$ cat config.mk
export PLATFORM = sky130hd
export DESIGN_NAME = dense_layer_engine_flat
export DESIGN_NICKNAME = d
export VERILOG_FILES = /design/src/rtl/dense_layer_engine_if.sv /design/src/rtl/dense_layer_engine.sv /design/src/flat_wrapper.sv
export SDC_FILE = /design/constraint.sdc
export NUM_CORES = 1
export LEC_CHECK = 0
export BUFFER_PORTS_ARGS = -buffer_cell sky130_fd_sc_hd__buf_2
export CORE_MARGIN = 2
export CORE_UTILIZATION = 59
export DETAILED_ROUTE_END_ITERATION = 12
export GPL_TIMING_DRIVEN = 0
export HOLD_SLACK_MARGIN = 0.08
export PLACE_DENSITY = 0.77
export SLEW_MARGIN = 20
export SYNTH_ARGS = -nofsm -noshare
export SYNTH_HDL_FRONTEND = slang
export SYNTH_SLANG_ARGS = --single-unit
export TNS_END_PERCENT = 20
$ cat constraint.sdc
create_clock -name clk -period 4.1 [get_ports clk]
set_input_delay 0.82 -clock clk [delete_from_list [all_inputs] [get_ports clk]]
set_output_delay 0.82 -clock clk [all_outputs]
set_load 0.02 [all_outputs]
$ cat src/rtl/dense_layer_engine_if.sv
// Handshake and parameter-port bundle of dense_layer_engine.
// The engine uses the slave side. A producer/consumer uses the master side.
interface dense_layer_engine_if #(
  parameter int DW    = 16,
  parameter int N_OUT = 5
);
  logic                    in_valid;
  logic                    in_ready;
  logic signed [DW-1:0]    in_data;
  logic                    out_valid;
  logic                    out_ready;
  logic [N_OUT*DW-1:0]     out_data;
  logic [N_OUT-1:0]        sat_flags;
  logic                    wr_en;
  logic [15:0]             wr_addr;
  logic [DW-1:0]           wr_data;
  logic                    wr_ready;
  logic [15:0]             rd_addr;
  logic [DW-1:0]           rd_data;

  modport master (
    output in_valid, in_data, out_ready, wr_en, wr_addr, wr_data, rd_addr,
    input  in_ready, out_valid, out_data, sat_flags, wr_ready, rd_data
  );

  modport slave (
    input  in_valid, in_data, out_ready, wr_en, wr_addr, wr_data, rd_addr,
    output in_ready, out_valid, out_data, sat_flags, wr_ready, rd_data
  );
endinterface

$ cat src/rtl/dense_layer_engine.sv
// Fully-connected layer: N_OUT parallel MACs over a streamed input vector.
// The layer then adds a bias, rounds, saturates and applies an optional ReLU.
module dense_layer_engine #(
  parameter int DW    = 16,
  parameter int FRAC  = 10,
  parameter int N_IN  = 9,
  parameter int N_OUT = 5,
  parameter int ACT   = 1
) (
  input logic                clk,
  input logic                rst,
  input logic                clr,
  dense_layer_engine_if.slave bus
);
  localparam int NP   = N_IN * N_OUT + N_OUT;
  localparam int AW   = (NP > 1) ? $clog2(NP) : 1;
  localparam int CW   = (N_IN > 1) ? $clog2(N_IN) : 1;
  localparam int ACCW = 2 * DW + $clog2(N_IN) + 1;

  localparam logic [15:0]             NP16 = 16'(NP);
  localparam logic [CW-1:0]           LAST = CW'(N_IN - 1);
  localparam logic signed [ACCW-1:0]  HALF = ACCW'(64'd1 << (FRAC - 1));
  localparam logic signed [ACCW-1:0]  MAXV = {{(ACCW-DW+1){1'b0}}, {(DW-1){1'b1}}};
  localparam logic signed [ACCW-1:0]  MINV = {{(ACCW-DW+1){1'b1}}, {(DW-1){1'b0}}};

  typedef enum logic [1:0] {ACCUM, FINISH, OUT} state_t;

  state_t                   state;
  logic [CW-1:0]            cnt;
  logic signed [DW-1:0]     prm  [NP];
  logic signed [ACCW-1:0]   acc  [N_OUT];
  logic signed [2*DW-1:0]   prod [N_OUT];
  logic signed [DW-1:0]     fin_y [N_OUT];
  logic [N_OUT-1:0]         fin_sat;
  logic signed [ACCW-1:0]   bias_ext;
  logic signed [ACCW-1:0]   zsum;
  logic signed [ACCW-1:0]   rnd;
  logic                     wr_hit;
  logic                     rd_hit;
  logic [AW-1:0]            wr_idx;
  logic [AW-1:0]            rd_idx;

  assign bus.in_ready = (state == ACCUM);
  assign bus.wr_ready = (state == ACCUM) && (cnt == '0) && !clr;
  assign wr_hit       = (bus.wr_addr < NP16);
  assign rd_hit       = (bus.rd_addr < NP16);
  assign wr_idx       = bus.wr_addr[AW-1:0];
  assign rd_idx       = bus.rd_addr[AW-1:0];

  // Per-neuron products for the current sample.
  // Also computes the rounded and saturated result used in FINISH.
  always_comb begin
    prod     = '{default: '0};
    fin_y    = '{default: '0};
    fin_sat  = '0;
    bias_ext = '0;
    zsum     = '0;
    rnd      = '0;
    for (int j = 0; j < N_OUT; j++) begin
      prod[j]  = bus.in_data * prm[AW'(int'(cnt) * N_OUT + j)];
      bias_ext = {{(ACCW-DW){prm[AW'(N_IN * N_OUT + j)][DW-1]}}, prm[AW'(N_IN * N_OUT + j)]};
      zsum     = acc[j] + (bias_ext <<< FRAC) + HALF;
      rnd      = zsum >>> FRAC;
      if (rnd > MAXV) begin
        fin_y[j]   = MAXV[DW-1:0];
        fin_sat[j] = 1'b1;
      end else if (rnd < MINV) begin
        fin_y[j]   = MINV[DW-1:0];
        fin_sat[j] = 1'b1;
      end else begin
        fin_y[j] = rnd[DW-1:0];
      end
      if (ACT != 0 && fin_y[j][DW-1]) fin_y[j] = '0;
    end
  end

  // clr outranks every other request.
  // Parameter writes land only while idle at the start of a vector.
  always_ff @(posedge clk or negedge rst) begin
    if (!rst) begin
      state         <= ACCUM;
      cnt           <= '0;
      bus.out_valid <= 1'b0;
      bus.out_data  <= '0;
      bus.sat_flags <= '0;
      bus.rd_data   <= '0;
      for (int j = 0; j < N_OUT; j++) acc[j] <= '0;
      for (int k = 0; k < NP; k++) prm[k] <= '0;
    end else begin
      bus.rd_data <= rd_hit ? prm[rd_idx] : '0;
      if (clr) begin
        state         <= ACCUM;
        cnt           <= '0;
        bus.out_valid <= 1'b0;
        for (int j = 0; j < N_OUT; j++) acc[j] <= '0;
      end else begin
        case (state)
          ACCUM: begin
            if (bus.wr_en && wr_hit && cnt == '0) prm[wr_idx] <= bus.wr_data;
            if (bus.in_valid) begin
              for (int j = 0; j < N_OUT; j++)
                acc[j] <= acc[j] + {{(ACCW-2*DW){prod[j][2*DW-1]}}, prod[j]};
              if (cnt == LAST) begin
                cnt   <= '0;
                state <= FINISH;
              end else begin
                cnt <= cnt + 1'b1;
              end
            end
          end
          FINISH: begin
            for (int j = 0; j < N_OUT; j++) bus.out_data[j*DW +: DW] <= fin_y[j];
            bus.sat_flags <= fin_sat;
            bus.out_valid <= 1'b1;
            state         <= OUT;
          end
          OUT: begin
            if (bus.out_ready) begin
              bus.out_valid <= 1'b0;
              for (int j = 0; j < N_OUT; j++) acc[j] <= '0;
              state <= ACCUM;
            end
          end
          default: state <= ACCUM;
        endcase
      end
    end
  end
endmodule

$ cat src/flat_wrapper.sv
// flat-port wrapper written by rule: the top's interface ports become plain ports
module dense_layer_engine_flat 
#(
  parameter int DW    = 16,
  parameter int FRAC  = 10,
  parameter int N_IN  = 9,
  parameter int N_OUT = 5,
  parameter int ACT   = 1
)
  (clk, rst, clr, bus_in_valid, bus_in_data, bus_out_ready, bus_wr_en, bus_wr_addr, bus_wr_data, bus_rd_addr, bus_in_ready, bus_out_valid, bus_out_data, bus_sat_flags, bus_wr_ready, bus_rd_data);
  dense_layer_engine_if #(.DW(DW), .N_OUT(N_OUT)) bus_i ();
  input logic clk;
  input logic rst;
  input logic clr;
  input wire logic [$bits(bus_i.in_valid)-1:0] bus_in_valid;
  input wire logic [$bits(bus_i.in_data)-1:0] bus_in_data;
  input wire logic [$bits(bus_i.out_ready)-1:0] bus_out_ready;
  input wire logic [$bits(bus_i.wr_en)-1:0] bus_wr_en;
  input wire logic [$bits(bus_i.wr_addr)-1:0] bus_wr_addr;
  input wire logic [$bits(bus_i.wr_data)-1:0] bus_wr_data;
  input wire logic [$bits(bus_i.rd_addr)-1:0] bus_rd_addr;
  output wire logic [$bits(bus_i.in_ready)-1:0] bus_in_ready;
  output wire logic [$bits(bus_i.out_valid)-1:0] bus_out_valid;
  output wire logic [$bits(bus_i.out_data)-1:0] bus_out_data;
  output wire logic [$bits(bus_i.sat_flags)-1:0] bus_sat_flags;
  output wire logic [$bits(bus_i.wr_ready)-1:0] bus_wr_ready;
  output wire logic [$bits(bus_i.rd_data)-1:0] bus_rd_data;
  assign bus_i.in_valid = bus_in_valid;
  assign bus_i.in_data = bus_in_data;
  assign bus_i.out_ready = bus_out_ready;
  assign bus_i.wr_en = bus_wr_en;
  assign bus_i.wr_addr = bus_wr_addr;
  assign bus_i.wr_data = bus_wr_data;
  assign bus_i.rd_addr = bus_rd_addr;
  assign bus_in_ready = bus_i.in_ready;
  assign bus_out_valid = bus_i.out_valid;
  assign bus_out_data = bus_i.out_data;
  assign bus_sat_flags = bus_i.sat_flags;
  assign bus_wr_ready = bus_i.wr_ready;
  assign bus_rd_data = bus_i.rd_data;
  dense_layer_engine #(.DW(DW), .FRAC(FRAC), .N_IN(N_IN), .N_OUT(N_OUT), .ACT(ACT)) u_core (.clk(clk), .rst(rst), .clr(clr), .bus(bus_i));
endmodule
* Word-level counts from Yosys, hierarchy flattened
Cells that the tools add are included.
Storage, ports and cells: memories 0, output and inout port bits 104, RAM bits 0, memory bits (read-only) 0, latch bits 0, input port bits 70, register bits after elaboration 823
Operators by class: multiply operators 0, mux-type cells 19, reductions and logical operators 15, add/sub/neg operators 1, eq/ne operators 6, magnitude comparators 5, shifts and indexed selects 0, bitwise operators 3, divide/modulo/power cells 0
Operators by type and width (count):
- 800-bit bitwise mux | 1
- 16-bit binary-select mux with 6-bit select | 1
- 16-bit demux with 6-bit select | 1
- 16-bit two-way mux | 4
- 16-bit by 6-bit < comparator with 1-bit output (second input constant) | 2
- 4-bit two-way mux | 4
- 7-bit greater-or-equal comparator (second input constant) | 2
- 6-bit NOT with 7-bit output | 2
- 2-bit two-way mux | 4
- 7-bit by 1-bit < comparator with 1-bit output (second input constant) | 1
- 3-bit != test (second input constant) | 2
- 2-bit case mux with 3 select lines | 1
- 3-bit AND reduction | 2
- 1-bit logical AND | 5
- 4-bit by 1-bit adder with 4-bit output (second input constant) | 1
- 4-bit equality test (second input constant) | 1
- 4-bit logical NOT | 1
- 2-bit AND reduction | 2
- 2-bit nonzero test | 2
- 3-bit by 2-bit != test with 1-bit output (second input constant) | 1
- 3-bit nonzero test | 1
- 2-bit by 1-bit equality test with 1-bit output (second input constant) | 1
- 2-bit equality test (second input constant) | 1
- 2-bit logical NOT | 1
- 4 further kinds | 5

* Logic depth before layout (Yosys ltp)
depth in word-level cells 6, gate-level depth with buffers 9, mapped depth without buffers 7

* Worst setup path after synthesis
OpenSTA, ideal clock, no wires.
path type input to register, start point in bus_wr_addr[3], end point reg u_core.prm[149] in the netlist's numbering, arrival time 2963 ps, buffers on the path 2, stages on the path 7, setup slack 1012 ps, cell sequence buf_4 > o311ai_2 > nand4_2 > nor4_4 > nand2_2 > buf_2 > mux2_2
Between the ends: cells in the longest elaborated chain, start to end 6
RTL lines:
- start: declaration | RTL line flat_wrapper.sv:19 | input wire logic [$bits(bus_i.wr_addr)-1:0] bus_wr_addr;
- 6-bit NOT with 7-bit output (not written as such) | RTL line dense_layer_engine.sv:99 | if (bus.wr_en && wr_hit && cnt == '0) prm[wr_idx] <= bus.wr_data;
- 7-bit greater-or-equal comparator (not written as such) or 7-bit by 1-bit < comparator with 1-bit output (tied branches) | RTL line dense_layer_engine.sv:99
- 1-bit logical AND (not written as such) | RTL line dense_layer_engine.sv:99
- 16-bit two-way mux (not written as such) | RTL line dense_layer_engine.sv:99
- 16-bit demux with 6-bit select | RTL line dense_layer_engine.sv:99
- 800-bit bitwise mux | RTL line dense_layer_engine.sv:99
- end signal: indexed assignment | RTL line dense_layer_engine.sv:99
- end: declaration | RTL line dense_layer_engine.sv:30 | logic signed [DW-1:0] prm [NP];
Parallel ways exist; a longest one is shown, timed or not. A chain may end at the register's enable or synchronous reset.

* Worst setup path after layout
start point in bus_rd_addr[2], end point reg u_core.bus.rd_data[12]
Between the ends: cells in the longest elaborated chain, start to end 5
RTL lines:
- start: declaration | RTL line flat_wrapper.sv:21 | input wire logic [$bits(bus_i.rd_addr)-1:0] bus_rd_addr;
- 6-bit NOT with 7-bit output (not written as such) | RTL line dense_layer_engine.sv:90 | bus.rd_data <= rd_hit ? prm[rd_idx] : '0;
- 16-bit binary-select mux with 6-bit select | RTL line dense_layer_engine.sv:90
- 16-bit two-way mux (not written as such) (2 in series) | RTL line dense_layer_engine.sv:90
- 16-bit two-way mux (*) | RTL line dense_layer_engine.sv:90
- end signal: assignment | RTL line dense_layer_engine.sv:90
- end: declaration | RTL line dense_layer_engine_if.sv:28 | output in_ready, out_valid, out_data, sat_flags, wr_ready, rd_data
Every way passes the cells marked *; elsewhere a longest branch is shown, timed or not. The select of a mux whose other input is x is not followed.

==> results.toml <==
[clock_network]
cts_made_buffers = 83
cts-root-buf = "clkbuf_16"
cts.sinks = 823
clkSlewWorstSetupHoldPaths_ns = 0.06
cts.hold.buffers_added = 0
cts_max_level = 3
clock_path_buffers = 3
cts_setup_buffers = 0
cts_tree = "built"
ctsResizeCount = 0
clock_latency_ns = 0.64

[placement]
dp_hpwl_mm = 76.0
gp_congestion = 0.883
portBuffers = 47
post_dp_cell_area_sq_um = 39700
dp_slack_ns = -0.360

[drt]
drt_iter0_markers = 2312
wire_per_inst_um = 29.4
finalWirelength_mm = 108
antenna_left = 0
dr.pass1.iters = 5
drc = 0
vias = 23700
vias_per_cell = 6.48

[layout]
final_common_cell = "mux2_2"
area_growth_pct = 12.1
final_cell_mix = "mux2_2, dfrtp_1, clkbuf_1, mux4_2, buf_2"
final_nets = 2825
drive_gt1_share_pct = 49.2
design_area_sq_um = 42400

[die]
ioPinCount = 174
die_x_um = 257
start_util_pct = 59.9
rows = 92
core_sq_um = 63200
chipHeight_um = 257
fp.dieArea_sq_um = 66200

[sta]
tns_ns = 0
clock_skew_ns = 0.0233
worst_slack_ns = 0.119
tightest_slew_ns = 1.29
drv_slew = 0
clock.fmax_ghz = 0.251
relSlewSlack_pct = 13.8
min_period_ns = 3.98
hold_violations = 0
fin_crit_sh_pct = 97.1
rsz0062_at_grt = "no"
whs_ns = 0.202
setup_viol_count_final = 0

[synth]
yosysWarnings = 0
synth_seq_cells = 823
synthCells = 2526
avgSynthCellArea_sq_um = 15.0
synth-edff-count = 0
synth_cell_types = 49
synth-seq-area-share_pct = 54.4
async_reset_ff_share_pct = 100
syn-cell-area_sq_um = 37900
synthFlopType = "dfrtp_1"

[critical_path]
cp-start-kind = "primary input"
crit_required_ns = 4.66
path_max_fanout = 10
path_class = "primary input to register"
endpoint_kind = "register"
arrival_ns = 4.54

[grt]
grt_pass1_wl_mm = 161
grt_pass1_vias = 25000
grt_max_degree = 105
grt-ovfl-total = 0
antenna_found_initial = 11
grt_use_total_pct = 33.1

[power]
total_leakage_power_nw = 21.4
p_per_area_nw_per_um2 = 397
vdd_drop_max_uv = 322

[worst_hold_path]
hold_class = "primary input to asynchronous set/reset pin"

[flow_run]
maxCapViolCount = 0

[run_status]
outcome = "completed"
## logic make-up (layout without fill, tap and decap cells)
kind of cell | after synthesis | in the layout | share of synthesized area [%]
other | 1 | 86 | 0.00991
muxes | 1058 | 1058 | 35.5
and+or+nand+nor | 158 | 158 | 2.51
DFF | 823 | 823 | 54.4
buffers and inverters | 310 | 511 | 4.14
adders and majority gates | 2 | 2 | 0.0661
AOI/OAI and AO/OA | 174 | 174 | 3.37
## path summary, 6_finish.rpt
path | start | to | slack [ns] | cells past startpoint
max | bus_rd_addr[2] | u_core.bus.rd_data[12]$_DFF_PN0_ | 0.12 | 8
min | rst | u_core.cnt[0]$_DFFE_PN0P_ | 0.20 | 1
max reg2reg | u_core.cnt[0]$_DFFE_PN0P_ | u_core.prm[5]$_DFFE_PN0P_ | 0.75 | 8
min reg2reg | u_core.prm[616]$_DFFE_PN0P_ | u_core.prm[616]$_DFFE_PN0P_ | 0.50 | 1
max in group asynchronous | rst | u_core.prm[283]$_DFFE_PN0P_ | 2.17 | 4
min in group clk | bus_in_valid | u_core.cnt[1]$_DFFE_PN0P_ | 0.48 | 3
## where the power goes
part | switching (mW) | internal, mW
clock network | 3.17 | 4.50
registers | 0.00242 | 8.12
logic | 0.778 | 0.268
total | 3.95 | 12.9
## flip-flops by register name, indices dropped and copies added (netlist names)
name	cells
u_core.cnt	4
u_core.bus.out_valid	1
u_core.bus.rd_data	16
u_core.prm	800
u_core.state	2
## synth_stat cells (5+ instances only)
cell        n  area (sq um)
a21oi_1     7          35.0
a221oi_1   26           228
a22oi_1     7          52.6
buf_1      18          67.6
buf_2      65           325
buf_4      86           646
clkbuf_1  137           514
dfrtp_1   823         20600
mux2_2    835          9400
mux2i_1    79           791
mux4_2    144          3240
nand2_1    12          45.0
nand2_2    48           300
nand2b_1    5          31.3
nor2_1     37           139
nor3_1     17          85.1
nor4_1      9          56.3
nor4_4      6           128
o211ai_1    5          37.5
o21ai_0    27           135
o221ai_1   25           219
o22ai_1    52           325
o311a_1    12           120
## routing by layer
metal	routed length, um	vias to the layer above	global-route usage (%)
met5	71	-	0
met4	5190	12	15.7
met3	9340	298	8.62
met2	51000	1079	52.1
met1	42100	12700	43.4
li1	-	9665	-
## metrics by stage
stage          power (mW)  util (%)  std cells
5_1_grt              17.3      67.2       3657
4_1_cts              16.9      67.2       3657
2_1_floorplan        8.80         -       2610
3_3_place_gp         9.25      62.4       3503
3_5_place_dp         9.30      62.9       3514
6_report             16.8      67.2       3658
## critical path: stages
cell      delay (ns)
buf_2           0.16
clkbuf_1        0.29
clkbuf_1        0.43
nand3b_1        0.73
clkbuf_1        0.71
o22ai_1         0.16
o41ai_1         0.93
o211a_1         0.28
## layout make-up
class                      instances  area (sq um)
clock buffer                     120          2410
clock inverter                    23           302
buffer                           306          1560
antenna                            1          2.50
inverter                           4          15.0
fill                            4369         20700
sequential                       823         20600
multi-input combinational       1477         16000
timing repair buffer              58           488
tap                              846          1060
Power figures use the tool's default switching activity.
